--- config.mk ---
export PLATFORM = sky130hd
export DESIGN_NAME = mem_access
export DESIGN_NICKNAME = d
export VERILOG_FILES = /design/src/rtl/mem_access_pkg.sv /design/src/rtl/mem_access_dmem_req_ctrl.sv /design/src/rtl/mem_access.sv
export SDC_FILE = /design/constraint.sdc
export NUM_CORES = 1
export LEC_CHECK = 0
export BUFFER_PORTS_ARGS = -buffer_cell sky130_fd_sc_hd__clkbuf_2
export CAP_MARGIN = 0
export CELL_PAD_IN_SITES_DETAIL_PLACEMENT = 1
export CELL_PAD_IN_SITES_GLOBAL_PLACEMENT = 1
export CORE_UTILIZATION = 36
export CTS_CLUSTER_DIAMETER = 100
export DETAILED_ROUTE_END_ITERATION = 16
export PLACE_DENSITY = 0.89
export REMOVE_ABC_BUFFERS = 1
export SETUP_SLACK_MARGIN = 0.2
export SLEW_MARGIN = 5
export SYNTH_ARGS = -nofsm -noshare
export SYNTH_HDL_FRONTEND = slang
export SYNTH_SLANG_ARGS = --single-unit
export TNS_END_PERCENT = 10
--- constraint.sdc ---
create_clock -name clk -period 10 [get_ports clk]
set_input_delay 0.5 -clock clk [delete_from_list [all_inputs] [get_ports clk]]
set_output_delay 0.5 -clock clk [all_outputs]
set_load 0.02 [all_outputs]
--- src/rtl/mem_access_pkg.sv ---
// mem_access_pkg: shared definitions for the RV32I memory stage.
// Holds the IDLE/BUSY request-controller state encoding and the default
// access timeout. The timeout only applies when MEM_ACCESS_TIMEOUT_EN is defined.
package mem_access_pkg;

  typedef enum logic {
    IDLE = 1'b0,
    BUSY = 1'b1
  } state_e;

  localparam int TIMEOUT_CYCLES_DEFAULT = 16;

endpackage

--- src/rtl/mem_access_dmem_req_ctrl.sv ---
// dmem_req_ctrl: data-memory request FSM for the memory stage.
// It latches a load/store when the access is accepted in IDLE. It then holds
// req/addr/data stable in BUSY until the memory acknowledges the access.
// When MEM_ACCESS_TIMEOUT_EN is defined, an 8-bit counter aborts an access
// after TIMEOUT_CYCLES unacknowledged BUSY cycles.
module dmem_req_ctrl
  import mem_access_pkg::*;
#(
  parameter int TIMEOUT_CYCLES = TIMEOUT_CYCLES_DEFAULT
) (
  input  logic        clk,
  input  logic        reset,
  input  logic        i_access,
  input  logic [31:0] i_addr,
  input  logic [31:0] i_wr_data,
  input  logic        i_wr_en,
  input  logic [4:0]  i_reg_dst,
  input  logic        i_mem_to_reg,
  input  logic        i_reg_wr_en,
  input  logic        i_ack,
  output logic        o_req,
  output logic        o_wr_en,
  output logic [31:0] o_addr,
  output logic [31:0] o_wr_data,
  output logic [31:0] o_latched_addr,
  output logic [4:0]  o_reg_dst,
  output logic        o_mem_to_reg,
  output logic        o_reg_wr_en,
  output logic        o_idle,
  output logic        o_done,
  output logic        o_abort,
  output logic        o_stall
);

  state_e      state_q, state_d;
  logic [31:0] addr_q, addr_d;
  logic [31:0] wr_data_q, wr_data_d;
  logic        wr_en_q, wr_en_d;
  logic [4:0]  reg_dst_q, reg_dst_d;
  logic        mem_to_reg_q, mem_to_reg_d;
  logic        reg_wr_en_q, reg_wr_en_d;
  logic        busy;
  logic        abort;

  assign busy = (state_q == BUSY);

`ifdef MEM_ACCESS_TIMEOUT_EN
  localparam logic [7:0] timeout_last = 8'(TIMEOUT_CYCLES - 1);

  logic [7:0] cnt_q, cnt_d;

  // Count unacknowledged BUSY cycles, restarting for every newly accepted access
  always_comb begin
    cnt_d = cnt_q;
    if (!busy && i_access) begin
      cnt_d = 8'd0;
    end else if (busy && !i_ack) begin
      cnt_d = cnt_q + 8'd1;
    end
  end

  // Timeout counter register
  always_ff @(posedge clk or posedge reset) begin
    if (reset) begin
      cnt_q <= 8'd0;
    end else begin
      cnt_q <= cnt_d;
    end
  end

  assign abort = busy && !i_ack && (cnt_q == timeout_last);
`else
  localparam logic [7:0] timeout_cfg = 8'(TIMEOUT_CYCLES);

  logic unused_timeout_cfg;

  assign unused_timeout_cfg = ^timeout_cfg;
  assign abort = 1'b0;
`endif

  // Next state: capture the access in IDLE, leave BUSY on ack or abort
  always_comb begin
    state_d      = state_q;
    addr_d       = addr_q;
    wr_data_d    = wr_data_q;
    wr_en_d      = wr_en_q;
    reg_dst_d    = reg_dst_q;
    mem_to_reg_d = mem_to_reg_q;
    reg_wr_en_d  = reg_wr_en_q;
    case (state_q)
      IDLE: begin
        if (i_access) begin
          state_d      = BUSY;
          addr_d       = i_addr;
          wr_data_d    = i_wr_data;
          wr_en_d      = i_wr_en;
          reg_dst_d    = i_reg_dst;
          mem_to_reg_d = i_mem_to_reg;
          reg_wr_en_d  = i_reg_wr_en;
        end
      end
      BUSY: begin
        if (i_ack || abort) begin
          state_d = IDLE;
        end
      end
      default: state_d = IDLE;
    endcase
  end

  // FSM state and request latches; reset clears the request immediately
  always_ff @(posedge clk or posedge reset) begin
    if (reset) begin
      state_q      <= IDLE;
      addr_q       <= 32'd0;
      wr_data_q    <= 32'd0;
      wr_en_q      <= 1'b0;
      reg_dst_q    <= 5'd0;
      mem_to_reg_q <= 1'b0;
      reg_wr_en_q  <= 1'b0;
    end else begin
      state_q      <= state_d;
      addr_q       <= addr_d;
      wr_data_q    <= wr_data_d;
      wr_en_q      <= wr_en_d;
      reg_dst_q    <= reg_dst_d;
      mem_to_reg_q <= mem_to_reg_d;
      reg_wr_en_q  <= reg_wr_en_d;
    end
  end

  assign o_req          = busy;
  assign o_wr_en        = wr_en_q;
  assign o_addr         = {addr_q[31:2], 2'b00};
  assign o_wr_data      = wr_data_q;
  assign o_latched_addr = addr_q;
  assign o_reg_dst      = reg_dst_q;
  assign o_mem_to_reg   = mem_to_reg_q;
  assign o_reg_wr_en    = reg_wr_en_q;
  assign o_idle         = !busy;
  assign o_done         = busy && i_ack;
  assign o_abort        = abort;
  assign o_stall        = (!busy && i_access) || (busy && !i_ack && !abort);

endmodule

--- src/rtl/mem_access.sv ---
// mem_access: memory stage of the light RV32I five-stage pipeline.
// It resolves branch/jump redirects and drives the MEM/WB register.
// Word loads and stores are handed to dmem_req_ctrl, which runs the
// req/ack handshake. The optional abort-on-timeout is built only when
// MEM_ACCESS_TIMEOUT_EN is defined.
module mem_access
  import mem_access_pkg::*;
#(
  parameter int TIMEOUT_CYCLES = TIMEOUT_CYCLES_DEFAULT
) (
  input  logic        clk,
  input  logic        reset,
  input  logic        i_pipe_Valid,
  input  logic [31:0] i_pipe_TargetAddr,
  input  logic [31:0] i_pipe_AluResult,
  input  logic        i_pipe_Zero,
  input  logic [31:0] i_pipe_Reg2Data,
  input  logic [4:0]  i_pipe_RegDst,
  input  logic        i_pipe_MemToReg,
  input  logic        i_pipe_RegWrEn,
  input  logic        i_pipe_MemWrEn,
  input  logic        i_pipe_Branch,
  input  logic        i_pipe_Jump,
  output logic        o_Stall,
  output logic        o_PcSrc,
  output logic [31:0] o_BranchTarget,
  output logic        o_dmem_Req,
  output logic        o_dmem_WrEn,
  output logic [31:0] o_dmem_Addr,
  output logic [31:0] o_dmem_WrData,
  input  logic        i_dmem_Ack,
  input  logic [31:0] i_dmem_RdData,
  output logic        o_pipe_Valid,
  output logic        o_pipe_MemToReg,
  output logic        o_pipe_RegWrEn,
  output logic        o_pipe_Fault,
  output logic [31:0] o_pipe_AluResult,
  output logic [31:0] o_pipe_MemData,
  output logic [4:0]  o_pipe_RegDst
);

  logic        access;
  logic        ctrl_wr_en;
  logic [31:0] ctrl_addr;
  logic [4:0]  ctrl_reg_dst;
  logic        ctrl_mem_to_reg;
  logic        ctrl_reg_wr_en;
  logic        ctrl_idle;
  logic        ctrl_done;
  logic        ctrl_abort;

  logic        valid_q, valid_d;
  logic        mem_to_reg_q, mem_to_reg_d;
  logic        reg_wr_en_q, reg_wr_en_d;
  logic        fault_q, fault_d;
  logic [31:0] alu_result_q, alu_result_d;
  logic [31:0] mem_data_q, mem_data_d;
  logic [4:0]  reg_dst_q, reg_dst_d;

  assign access = i_pipe_Valid && (i_pipe_MemToReg || i_pipe_MemWrEn);

  assign o_PcSrc        = i_pipe_Valid && (i_pipe_Jump || (i_pipe_Branch && i_pipe_Zero));
  assign o_BranchTarget = i_pipe_TargetAddr;

  dmem_req_ctrl #(
    .TIMEOUT_CYCLES(TIMEOUT_CYCLES)
  ) u_ctrl (
    .clk           (clk),
    .reset         (reset),
    .i_access      (access),
    .i_addr        (i_pipe_AluResult),
    .i_wr_data     (i_pipe_Reg2Data),
    .i_wr_en       (i_pipe_MemWrEn),
    .i_reg_dst     (i_pipe_RegDst),
    .i_mem_to_reg  (i_pipe_MemToReg),
    .i_reg_wr_en   (i_pipe_RegWrEn),
    .i_ack         (i_dmem_Ack),
    .o_req         (o_dmem_Req),
    .o_wr_en       (ctrl_wr_en),
    .o_addr        (o_dmem_Addr),
    .o_wr_data     (o_dmem_WrData),
    .o_latched_addr(ctrl_addr),
    .o_reg_dst     (ctrl_reg_dst),
    .o_mem_to_reg  (ctrl_mem_to_reg),
    .o_reg_wr_en   (ctrl_reg_wr_en),
    .o_idle        (ctrl_idle),
    .o_done        (ctrl_done),
    .o_abort       (ctrl_abort),
    .o_stall       (o_Stall)
  );

  assign o_dmem_WrEn = ctrl_wr_en;

  // MEM/WB next value: completed access, aborted access, pass-through, else bubble
  always_comb begin
    valid_d      = 1'b0;
    mem_to_reg_d = 1'b0;
    reg_wr_en_d  = 1'b0;
    fault_d      = 1'b0;
    alu_result_d = 32'd0;
    mem_data_d   = 32'd0;
    reg_dst_d    = 5'd0;
    if (ctrl_done) begin
      valid_d      = 1'b1;
      mem_to_reg_d = ctrl_mem_to_reg;
      reg_wr_en_d  = ctrl_reg_wr_en;
      alu_result_d = ctrl_addr;
      mem_data_d   = ctrl_wr_en ? 32'd0 : i_dmem_RdData;
      reg_dst_d    = ctrl_reg_dst;
    end else if (ctrl_abort) begin
      valid_d      = 1'b1;
      fault_d      = 1'b1;
      mem_to_reg_d = ctrl_mem_to_reg;
      alu_result_d = ctrl_addr;
      reg_dst_d    = ctrl_reg_dst;
    end else if (ctrl_idle && !access) begin
      valid_d      = i_pipe_Valid;
      mem_to_reg_d = i_pipe_Valid && i_pipe_MemToReg;
      reg_wr_en_d  = i_pipe_Valid && i_pipe_RegWrEn;
      alu_result_d = i_pipe_AluResult;
      reg_dst_d    = i_pipe_RegDst;
    end
  end

  // MEM/WB pipeline register
  always_ff @(posedge clk or posedge reset) begin
    if (reset) begin
      valid_q      <= 1'b0;
      mem_to_reg_q <= 1'b0;
      reg_wr_en_q  <= 1'b0;
      fault_q      <= 1'b0;
      alu_result_q <= 32'd0;
      mem_data_q   <= 32'd0;
      reg_dst_q    <= 5'd0;
    end else begin
      valid_q      <= valid_d;
      mem_to_reg_q <= mem_to_reg_d;
      reg_wr_en_q  <= reg_wr_en_d;
      fault_q      <= fault_d;
      alu_result_q <= alu_result_d;
      mem_data_q   <= mem_data_d;
      reg_dst_q    <= reg_dst_d;
    end
  end

  assign o_pipe_Valid     = valid_q;
  assign o_pipe_MemToReg  = mem_to_reg_q;
  assign o_pipe_RegWrEn   = reg_wr_en_q;
  assign o_pipe_Fault     = fault_q;
  assign o_pipe_AluResult = alu_result_q;
  assign o_pipe_MemData   = mem_data_q;
  assign o_pipe_RegDst    = reg_dst_q;

endmodule

* Word level (Yosys, flattened, before mapping) *
Index checks and enable logic that the tools add are counted.

word-level totals
  memories = 0
  output and inout port bits = 173
  bits in registers = 145
  bits in read-only memories = 0
  logic and storage cells = 45
  RAM bits = 0
  latch bits = 0

operators by class
  add/sub/neg operators = 0
  multiply operators = 0
  $lt $le $gt $ge = 0
  div/mod/pow operators = 0
  shifts and indexed selects = 0
  reduce and logical (&&, ||, !) cells = 16
  muxes and demuxes = 15
  equality and inequality tests = 0
  bitwise logic cells = 1

operator list
  cell                                   count
  32-bit 2-to-1 mux                      4
  5-bit 2-to-1 mux                       2
  1-bit logical AND                      9
  1-bit 2-to-1 mux                       8
  1-bit zero test                        3
  1-bit logical OR                       3
  1-bit one-hot mux with 2 select lines  1
  2-bit AND reduction                    1
  1-bit inverter                         1

* Longest topological paths before layout *
Gate-level depths: netlist of run 1.

  word-level depth = 6
  mapped depth = 5
  mapped depth without buffers = 3

* Hierarchy *
A second synthesis of run 1 with hierarchy kept.

unflattened totals
  cells, all modules = 476
  area, all modules = 6,503.7 µm²

by module, submodules not included
  module         sequential area each (µm²)  cells each  area each (µm²)  instances
  dmem_req_ctrl  1,826.8                     193         3,342.0          1
  mem_access     1,826.8                     283         3,161.8          1

* Least setup slack after synthesis of run 1 *
OpenSTA, ideal clock, no wires.

  kind = input to output
  start point = in i_dmem_Ack
  end point = out o_Stall
  path buffers = 2
  cell stages on the path = 4
  slack = 8.216 ns
  arrival time = 1.284 ns
  cell sequence = and2_1 -> buf_2 -> clkbuf_1 -> nor2_1

between the ends
  longest elaborated chain between the ends = 3

RTL lines
  what               RTL line                         source
  from (decl)        mem_access.sv:31                 input logic i_dmem_Ack,
  1-bit zero test    mem_access_dmem_req_ctrl.sv:143  assign o_stall = (!busy && i_access) || (busy && !i_ack && !abort);
  1-bit logical AND  mem_access_dmem_req_ctrl.sv:143
  1-bit logical OR   mem_access_dmem_req_ctrl.sv:143
  to (decl)          mem_access.sv:24                 output logic o_Stall,

No other way between the ends.

* Final worst setup path of run 1 *
  start point = reg u_ctrl.state_q, in the netlist u_ctrl.o_req
  end point = out o_Stall

between the ends
  longest elaborated chain between the ends = 3
  elaborated cells between the ends (all ways) = 4
  classes of those cells = 4 x reduce/logical

RTL lines
  what                    RTL line                         source
  from (decl)             mem_access_dmem_req_ctrl.sv:35   state_e state_q, state_d;
  from (signal assigned)  mem_access_dmem_req_ctrl.sv:122  state_q <= state_d;
  1-bit zero test         mem_access_dmem_req_ctrl.sv:143
  1-bit logical AND       mem_access_dmem_req_ctrl.sv:143
  1-bit logical OR *      mem_access_dmem_req_ctrl.sv:143

Every way passes the cells marked *; elsewhere a longest branch is shown, timed or not.

==> flow_metrics.tcl, run 1 <==
set metrics [dict create \
    die-area_um2 16300 \
    period_minus_slack_ns 2.47 \
    grt_setup_unrepaired "false" \
    tightest_slew_ns 0.973 \
    cp_slowest_cell "nor2_4" \
    drc 0 \
    finalMaxSlewViolations 0 \
    setup_viol 0 \
    globalRouteOverflowTotal 0 \
    ant_nets 0 \
    wl_per_cell_um 18.7 \
    cap_violations 0 \
    total_leakage_power_nw 3.71 \
    insertedDiodeCount 0 \
    period_share 0.247 \
    coreArea_um2 15300 \
    layoutNonFillerInstCount 796 \
    seq_area_um2 3630 \
    crit_type "reg2out" \
    clk_pin_slew_ns 0.06 \
    n_fill_cell 1668 \
    dpl.hpwl_mm 11.0 \
    layout.nets 716 \
    crit_path_max_incr_delay_ns 0.78 \
    start_util 0.372 \
    syn_avg_cell_area_um2 14.7 \
    ys.flop_type "dfrtp_1" \
    cts_root_buffer "clkbuf_16" \
    track_usage 0.189 \
    post_cts_buffers 0 \
    cts_tree "done" \
    post_dp_cell_area_um2 6610 \
    holdBufCountCts 0 \
    skew_ns 0.0119 \
    finalSetupTns_ns 0 \
    cp_max_fo 38 \
    start_kind "flip-flop" \
    numCtsBuffers 17 \
    cp_data_arrival_time_ns 1.97 \
    slew_headroom 0.350 \
    pre_cts_ws_ns 7.57 \
    cellPowerDensity_nw_per_um2 272 \
    status "completed" \
    critPathRequiredTime_ns 9.50 \
    drtIter0Drc 201 \
    finalPower_mw 1.95 \
    drive_above_1_share 0.614 \
    routed_via_density 4.69 \
    die_width_um 128 \
    crit_buf_inv 1 \
    peakVddDrop_mv 0.130 \
    hold_path.class "in2async" \
    rows 45 \
    multi_input_area_um2 1450 \
    firstDrtPassIters 4 \
    die_y_um 128 \
    io_buffers 248 \
    ys_ff_latch 145 \
    via_count 3732 \
    max_freq_ghz 0.405 \
    crit_chain "nor2_4, nor2_1, clkbuf_2" \
    layout_setup_ws_ns 7.53 \
    ys_async_sr_fraction 1.00 \
    gp_congestion 0.742 \
    synth_edf_count 0 \
    hold_viol 0 \
    syn_inst 386 \
    synth_cell_types 21 \
    clockBufferDepth 2 \
    h-tree-depth 4 \
    critPathCaptureType "output pin" \
    dp_cells 765 \
    grt_pass1_vias 4173 \
    grt_max_degree 75 \
    cp_top_family "simple AND/OR/NAND/NOR gates" \
    io_pins 316 \
    ys.warnings.count 0 \
    grt_pass1_wl_mm 22.8 \
    clk_latency_ns 0.41 \
    fin_area_um2 7180 \
    cts_resized 0 \
    wl_mm 14.8 \
    area_growth_pct 26.2 \
    clock_sinks 145 \
    syn_area_um2 5690 \
    antenna_found_initial 0 \
    seq_area_frac_synth 0.637 \
]
[cell usage in the layout (no fill, tap or decap), drive strengths merged]
cell type	count
or2	1
a21oi	1
clkbuf	266
and3	1
a22o	38
nor2b	1
o21a	1
dfrtp	145
conb	3
mux2	72
and2	33
nor2	4
bufinv	2
clkinvlp	4
and2b	1
clkinv	5
inv	3
nor3	1
buf	2
nand2b	1
[synth_stat cells (2+ instances only)]
master	number	share of area
dfrtp_1	145	0.64
mux2_2	72	0.14
buf_4	66	0.087
a22o_1	38	0.058
and2_1	33	0.036
buf_6	7	0.014
buf_2	6	0.0053
clkbuf_2	3	0.0026
nor2_1	3	0.0020
clkbuf_1	2	0.0013
[power by group]
part | internal (mW) | leakage, nW | total, mW | switching, mW
clock network | 0.372 | 0.274 | 0.613 | 0.241
registers | 0.728 | 1.81 | 0.809 | 0.0802
logic | 0.214 | 1.63 | 0.531 | 0.317
[layer usage]
metal | share of wire | wire (um) | vias up | GRT usage
li1 | - | - | 1625 | -
met1 | 0.38 | 5620 | 1856 | 0.205
met2 | 0.48 | 7150 | 225 | 0.304
met3 | 0.12 | 1730 | 24 | 0.106
met4 | 0.017 | 252 | 2 | 0.0727
met5 | 0.0064 | 95 | - | 0.0464
[kinds of logic (layout without fill, tap and decap cells)]
kind of cell / count (synthesis) / count (layout) / share of synthesized area
buffers and inverters: 85 / 282 / 0.111
and+or+nand+nor: 43 / 43 / 0.0481
DFF: 145 / 145 / 0.637
AOI/OAI and AO/OA: 40 / 40 / 0.0607
muxes: 72 / 72 / 0.142
other: 1 / 3 / 0.000659
[worst paths after layout]
check | cells after the start | slack (ns) | startpoint | endpoint
worst max register to register | 3 | 7.76 | u_ctrl.o_req | o_pipe_MemData[16]
worst min-delay path | 2 | 0.17 | reset | o_pipe_MemData[9]
worst max-delay path | 3 | 7.53 | u_ctrl.o_req | o_Stall
max in group asynchronous | 3 | 8.44 | reset | o_pipe_MemData[28]
worst min register to register | 1 | 0.50 | u_ctrl.o_latched_addr[0] | o_pipe_AluResult[0]
min in group clk | 2 | 0.29 | i_dmem_RdData[5] | o_pipe_MemData[5]
[final cells by class]
cell class | instances | share of cell area
clock buffers | 18 | 0.0611
clock inverters | 13 | 0.0190
inverters | 1 | 0.00122
multi-input cells | 158 | 0.202
flip-flops and latches | 145 | 0.505
well taps | 211 | 0.0368
repair buffers | 250 | 0.175
[stage by stage]
| stage | utilization | hold WS [ns] |
|---|---|---|
| global placement | 0.431 | 0.478 |
| floorplan | - | 0.469 |
| detailed placement | 0.431 | 0.488 |
| finish | 0.469 | 0.169 |
| global route | 0.469 | 0.233 |
| CTS | 0.469 | 0.206 |
[worst register-to-register path, delay by kind of cell (launching register included)]
| family | cells | cell delay, ns |
|---|---|---|
| flip-flops | 1 | 0.44 |
| AND/OR/NAND/NOR | 3 | 1.73 |
No activity file was read; power rests on OpenSTA's default activity.
==> run 2, diff against run 1 <==
--- a/config.mk
+++ b/config.mk
@@ -9,10 +9,10 @@
 export CAP_MARGIN = 0
 export CELL_PAD_IN_SITES_DETAIL_PLACEMENT = 1
 export CELL_PAD_IN_SITES_GLOBAL_PLACEMENT = 1
-export CORE_UTILIZATION = 36
+export CORE_UTILIZATION = 34
 export CTS_CLUSTER_DIAMETER = 100
 export DETAILED_ROUTE_END_ITERATION = 16
-export PLACE_DENSITY = 0.89
+export PLACE_DENSITY = 0.85
 export REMOVE_ABC_BUFFERS = 1
 export SETUP_SLACK_MARGIN = 0.2
 export SLEW_MARGIN = 5
==> constraint.sdc (replaced) <==
create_clock -name clk -period 2.4 [get_ports clk]
set_input_delay 0.12 -clock clk [delete_from_list [all_inputs] [get_ports clk]]
set_output_delay 0.12 -clock clk [all_outputs]
set_load 0.02 [all_outputs]
==> run 2 against run 1 <==
Compared with the run above: final area is 16% higher; power grew to 4.3 times the previous value; critical path depth is 1 higher; clock-buffer cell count is 3 higher; largest power group unchanged.
==> flow_metrics.tcl, run 2 (synthesized netlist as in run 1, its figures left out) <==
set metrics [dict create \
    rows 46 \
    hold_path.class "in2reg" \
    clock_sinks 145 \
    drc 0 \
    pwr-share-comb 0.288 \
    period_minus_slack_ns 1.91 \
    crit_buf_inv 2 \
    wl_mm 18.5 \
    io_buffers 248 \
    die_width_um 131 \
    drive_above_1_share 0.518 \
    numCtsBuffers 17 \
    swShare 0.324 \
    post_cts_buffers 0 \
    die-area_um2 17300 \
    max_freq_ghz 0.524 \
    crit_path_max_incr_delay_ns 0.44 \
    setup_viol 0 \
    cp_data_arrival_time_ns 1.79 \
    p_int_mw 5.72 \
    status "completed" \
    skew_ns 0.00831 \
    pwr-share-clk 0.310 \
    seq_power_share 0.402 \
    layout.nets 825 \
    fin_area_um2 8320 \
    insertedDiodeCount 0 \
    coreArea_um2 16100 \
    cap_violations 0 \
    ant_nets 0 \
    clockBufferDepth 2 \
    cp_top_family "buffers and inverters" \
    gp_congestion 0.771 \
    p_sw_mw 2.74 \
    cts_root_buffer "clkbuf_16" \
    clk_latency_ns 0.41 \
    period_share 0.795 \
    antenna_found_initial 0 \
    total_leakage_power_nw 4.19 \
    whs_ns 0.0292 \
    grt_pass1_vias 4866 \
    peakVddDrop_mv 0.480 \
    dpl.hpwl_mm 11.7 \
    cp_max_fo 40 \
    cts_resized 0 \
    start_kind "flip-flop" \
    grt_setup_unrepaired "false" \
    die_y_um 131 \
    slew_headroom 0.624 \
    firstDrtPassIters 4 \
    clk_pin_slew_ns 0.06 \
    cts_tree "done" \
    via_count 4204 \
    crit_chain "and2_2, buf_4, nor2_1, clkbuf_2" \
    hold_viol 0 \
    critPathRequiredTime_ns 2.28 \
    drtIter0Drc 101 \
    io_pins 316 \
    area_growth_pct 46.1 \
    post_dp_cell_area_um2 6680 \
    globalRouteOverflowTotal 0 \
    cellPowerDensity_nw_per_um2 1020 \
    r2r_setup_slack_ns 0.72 \
    crit_type "reg2out" \
    final_cell_mix "clkbuf_2 (248), dfrtp_1 (145), dlygate4sd3_1 (105)" \
    critPathCaptureType "output pin" \
    tightest_slew_ns 0.564 \
    finalMaxSlewViolations 0 \
    routed_via_density 4.62 \
    track_usage 0.225 \
    start_util 0.353 \
    final_common_cell "clkbuf_2" \
    grt_pass1_wl_mm 28.8 \
    holdBufCountCts 105 \
    wl_per_cell_um 20.4 \
    grt_max_degree 73 \
    cp_slowest_cell "dfrtp_1" \
    h-tree-depth 4 \
]
-- run 2: cell types whose count changed in the layout (fill, tap and decap cells not counted), sizes merged --
cell	before	now
bufinv	2	3
clkbuf	266	269
clkinvlp	4	1
buf	2	6
inv	3	2
dlygate4sd3	0	105
clkinv	5	4
-- run 2: per-layer routing --
layer | vias to the layer above | global-route usage | share of wire
met5 | - | 0.0439 | 0.0045
li1 | 1842 | - | -
met2 | 242 | 0.362 | 0.49
met4 | 2 | 0.0717 | 0.017
met3 | 26 | 0.135 | 0.12
met1 | 2092 | 0.242 | 0.37
-- run 2: final timing paths --
| check | cells past startpoint | from | endpoint |
|---|---|---|---|
| max in group asynchronous | 4 | reset | o_pipe_AluResult[24] |
| max | 4 | u_ctrl.o_req | o_Stall |
| max reg2reg | 4 | u_ctrl.o_req | u_ctrl.o_wr_data[5] |
| min in group asynchronous | 3 | reset | u_ctrl.o_wr_data[23] |
| min | 2 | i_pipe_MemToReg | u_ctrl.o_mem_to_reg |
| min reg2reg | 1 | u_ctrl.o_reg_dst[0] | o_pipe_RegDst[0] |
-- run 2: worst reg2reg max path, cell delays in order (launching register included) --
cell	delay, ns
dfrtp_1	0.44
nand2b_4	0.18
nor2_4	0.12
buf_12	0.31
mux2_2	0.50
-- run 2: area by class of cell --
class / count / area [um2]
inverters: 1 / 8.76
well taps: 216 / 270
clock inverters: 9 / 134
multi-input cells: 158 / 1450
flip-flops and latches: 145 / 3630
repair buffers: 359 / 2370
fillers: 1675 / 7800
clock buffers: 21 / 450
-- run 2: stage by stage --
step | power (mW) | setup TNS (ns) | instances | setup slack, ns | utilization
4_1_cts | 8.50 | 0 | 909 | 0.443 | 0.516
2_1_floorplan | 4.73 | -234.12 | 304 | -1.61 | -
5_1_grt | 8.84 | 0 | 909 | 0.365 | 0.516
3_3_place_gp | 5.57 | 0 | 774 | 0.824 | 0.415
3_5_place_dp | 5.70 | 0 | 774 | 0.752 | 0.415
6_report | 8.46 | 0 | 909 | 0.491 | 0.516
-- run 2: power by group through the flow --
stage | clock network [mW] | registers (mW) | logic [mW]
after global routing | 2.79 | 3.47 | 2.58
after detailed placement | 0 | 3.42 | 2.28
after global placement | 0 | 3.37 | 2.20
after CTS | 2.70 | 3.39 | 2.42
after floorplan | 0 | 4.03 | 0.693
final | 2.62 | 3.40 | 2.43
==> run 3, diff against run 2 <==
--- a/config.mk
+++ b/config.mk
@@ -9,10 +9,10 @@
 export CAP_MARGIN = 0
 export CELL_PAD_IN_SITES_DETAIL_PLACEMENT = 1
 export CELL_PAD_IN_SITES_GLOBAL_PLACEMENT = 1
-export CORE_UTILIZATION = 34
+export CORE_UTILIZATION = 31
 export CTS_CLUSTER_DIAMETER = 100
 export DETAILED_ROUTE_END_ITERATION = 16
-export PLACE_DENSITY = 0.85
+export PLACE_DENSITY = 0.82
 export REMOVE_ABC_BUFFERS = 1
 export SETUP_SLACK_MARGIN = 0.2
 export SLEW_MARGIN = 5
==> constraint.sdc (replaced) <==
create_clock -name clk -period 1.6 [get_ports clk]
set_input_delay 0.08 -clock clk [delete_from_list [all_inputs] [get_ports clk]]
set_output_delay 0.08 -clock clk [all_outputs]
set_load 0.02 [all_outputs]
==> run 3 against run 2 <==
Compared with the run above: final cell count increased by 4.2%; first-iteration DRC count decreased by 7.9%; via count increased by 1.5%; clock power increased by 59%; final area increased by 5.1%; worst setup slack got worse by 0.43 ns; utilization decreased by 2.9 points; flip-flop and latch count unchanged; hold slack improved by 0.056 ns; critical path type unchanged; critical endpoint unchanged; largest cell class unchanged.
==> flow_metrics.tcl, run 3 (synthesized netlist as in run 1, its figures left out) <==
set metrics [dict create \
    r2r_setup_slack_ns 0.06 \
    period_share 0.961 \
    crit_buf_inv 3 \
    crit_chain "buf_6, and2_4, buf_12, nor2_4, buf_8" \
    start_util 0.317 \
    grt_pass1_wl_mm 26.9 \
    layout.nets 846 \
    total_leakage_power_nw 4.41 \
    critPathCaptureType "output pin" \
    start_kind "flip-flop" \
    max_freq_ghz 0.651 \
    setup_viol 0 \
    die_width_um 138 \
    drive_above_1_share 0.539 \
    status "completed" \
    cp.depth 5 \
    finalSetupTns_ns 0 \
    clk_latency_ns 0.42 \
    fin_util 0.487 \
    cts_root_buffer "clkbuf_16" \
    clk_pin_slew_ns 0.06 \
    hold_start "i_pipe_MemWrEn" \
    io_pins 316 \
    die_y_um 138 \
    wl_mm 18.8 \
    numCtsBuffers 17 \
    via_count 4267 \
    rr_endpoint "o_pipe_AluResult[2]" \
    track_usage 0.197 \
    antenna_found_initial 2 \
    r2r-start "u_ctrl.o_req" \
    h-tree-depth 4 \
    wl_per_cell_um 19.9 \
    critical_path.startpoint "u_ctrl.o_req" \
    hold_viol 0 \
    grt_pass1_vias 4849 \
    cap_violations 0 \
    clock_sinks 145 \
    skew_ns 0.00937 \
    ant_nets 0 \
    die-area_um2 18900 \
    dpl.hpwl_mm 11.7 \
    cts_tree "done" \
    ff2ff_path_depth 6 \
    final_common_cell "clkbuf_2" \
    hold_path.class "in2reg" \
    peakVddDrop_mv 0.701 \
    cellPowerDensity_nw_per_um2 1510 \
    endpoint "o_Stall" \
    gp_congestion 0.723 \
    firstDrtPassIters 4 \
    grt_setup_unrepaired "true" \
    area_growth_pct 53.6 \
    drc 0 \
    routed_via_density 4.51 \
    crit_path_max_incr_delay_ns 0.40 \
    drtIter0Drc 93 \
    final_cell_mix "clkbuf_2 (247), dfrtp_1 (145), dlygate4sd3_1 (106)" \
    coreArea_um2 18000 \
    period_minus_slack_ns 1.54 \
    io_buffers 248 \
    finalMaxSlewViolations 0 \
    critPathRequiredTime_ns 1.52 \
    cp_data_arrival_time_ns 1.46 \
    crit_type "reg2out" \
    globalRouteOverflowTotal 0 \
    grt_max_degree 49 \
    cp_max_fo 4 \
    cp_slowest_cell "dfrtp_1" \
    clockBufferDepth 2 \
    cp_top_family "flip-flops" \
    rows 49 \
]
run 3: cell types whose count changed in the layout (fill, tap and decap cells not counted), sizes merged:
| cell | change |
|---|---|
| clkbuf | +2 |
| dlygate4sd3 | +1 |
| diode | +2 |
| clkinv | +2 |
| buf | +15 |
| inv | +3 |
run 3: per-stage QoR:
| stage | cell area [um2] | hold slack (ns) | power (mW) | std cells | worst slack (ns) |
|---|---|---|---|---|---|
| final | 8740 | 0.0852 | 13.2 | 947 | 0.0630 |
| after global routing | 8740 | 0.0871 | 13.8 | 947 | -0.00440 |
| after CTS | 8490 | 0.0432 | 13.0 | 933 | 0.0332 |
| after detailed placement | 6760 | 0.153 | 8.57 | 794 | 0.0410 |
| after global placement | 6760 | 0.133 | 8.40 | 794 | 0.124 |
| after floorplan | 5070 | 0.160 | 7.09 | 304 | -2.37 |
run 3: worst reg2reg max path, cell delays in order, from the launching register on:
cell     delay (ns)
dfrtp_1        0.40
buf_6          0.14
and2_4         0.16
buf_12         0.12
buf_4          0.12
buf_4          0.19
a22o_1         0.28
run 3: cell type report:
cell class              count  area (um2)
diodes                      2        5.00
clock buffers              18         439
clock inverters            14         176
fillers                  1867        9220
inverters                   1        8.76
multi-input cells         158        1500
flip-flops and latches    145        3630
well taps                 229         287
repair buffers            380        2700
run 3: how the worst min path moves through the flow:
| stage | endpoint | slack [ns] | cells past startpoint |
|---|---|---|---|
| 2_1_floorplan | o_BranchTarget[0] | 0.16 | 0 |
| 3_3_place_gp | u_ctrl.o_wr_data[4] | 0.13 | 2 |
| 3_5_place_dp | u_ctrl.o_wr_data[0] | 0.15 | 2 |
| 4_1_cts | o_pipe_RegWrEn | 0.04 | 3 |
| 5_1_grt | o_pipe_RegWrEn | 0.09 | 3 |
| 6_report | o_pipe_RegWrEn | 0.09 | 3 |
run 3: timing repair:
action,in CTS,in global routing
gates cloned,0,6
gates resized for setup,12,15
setup buffers,1,6
endpoints found under the setup margin,103,119
hold buffers,106,0
endpoints found under the hold margin,186,0
pin swaps,0,2
run 3: per-layer routing:
metal  vias to the layer above  wire length, um  GRT usage
met3                        36             1620     0.0890
met1                      2118             7290      0.217
li1                       1889                -          -
met5                         -               81     0.0333
met2                       222             9450      0.329
met4                         2              411     0.0751
run 3: where the power goes:
part           switching [mW]  leakage (nW)  internal (mW)  total (mW)
registers               0.535          1.81           4.55        5.09
clock network            1.64         0.303           2.52        4.16
logic                    2.18          2.30           1.75        3.93
total                    4.36          4.41           8.83        13.2
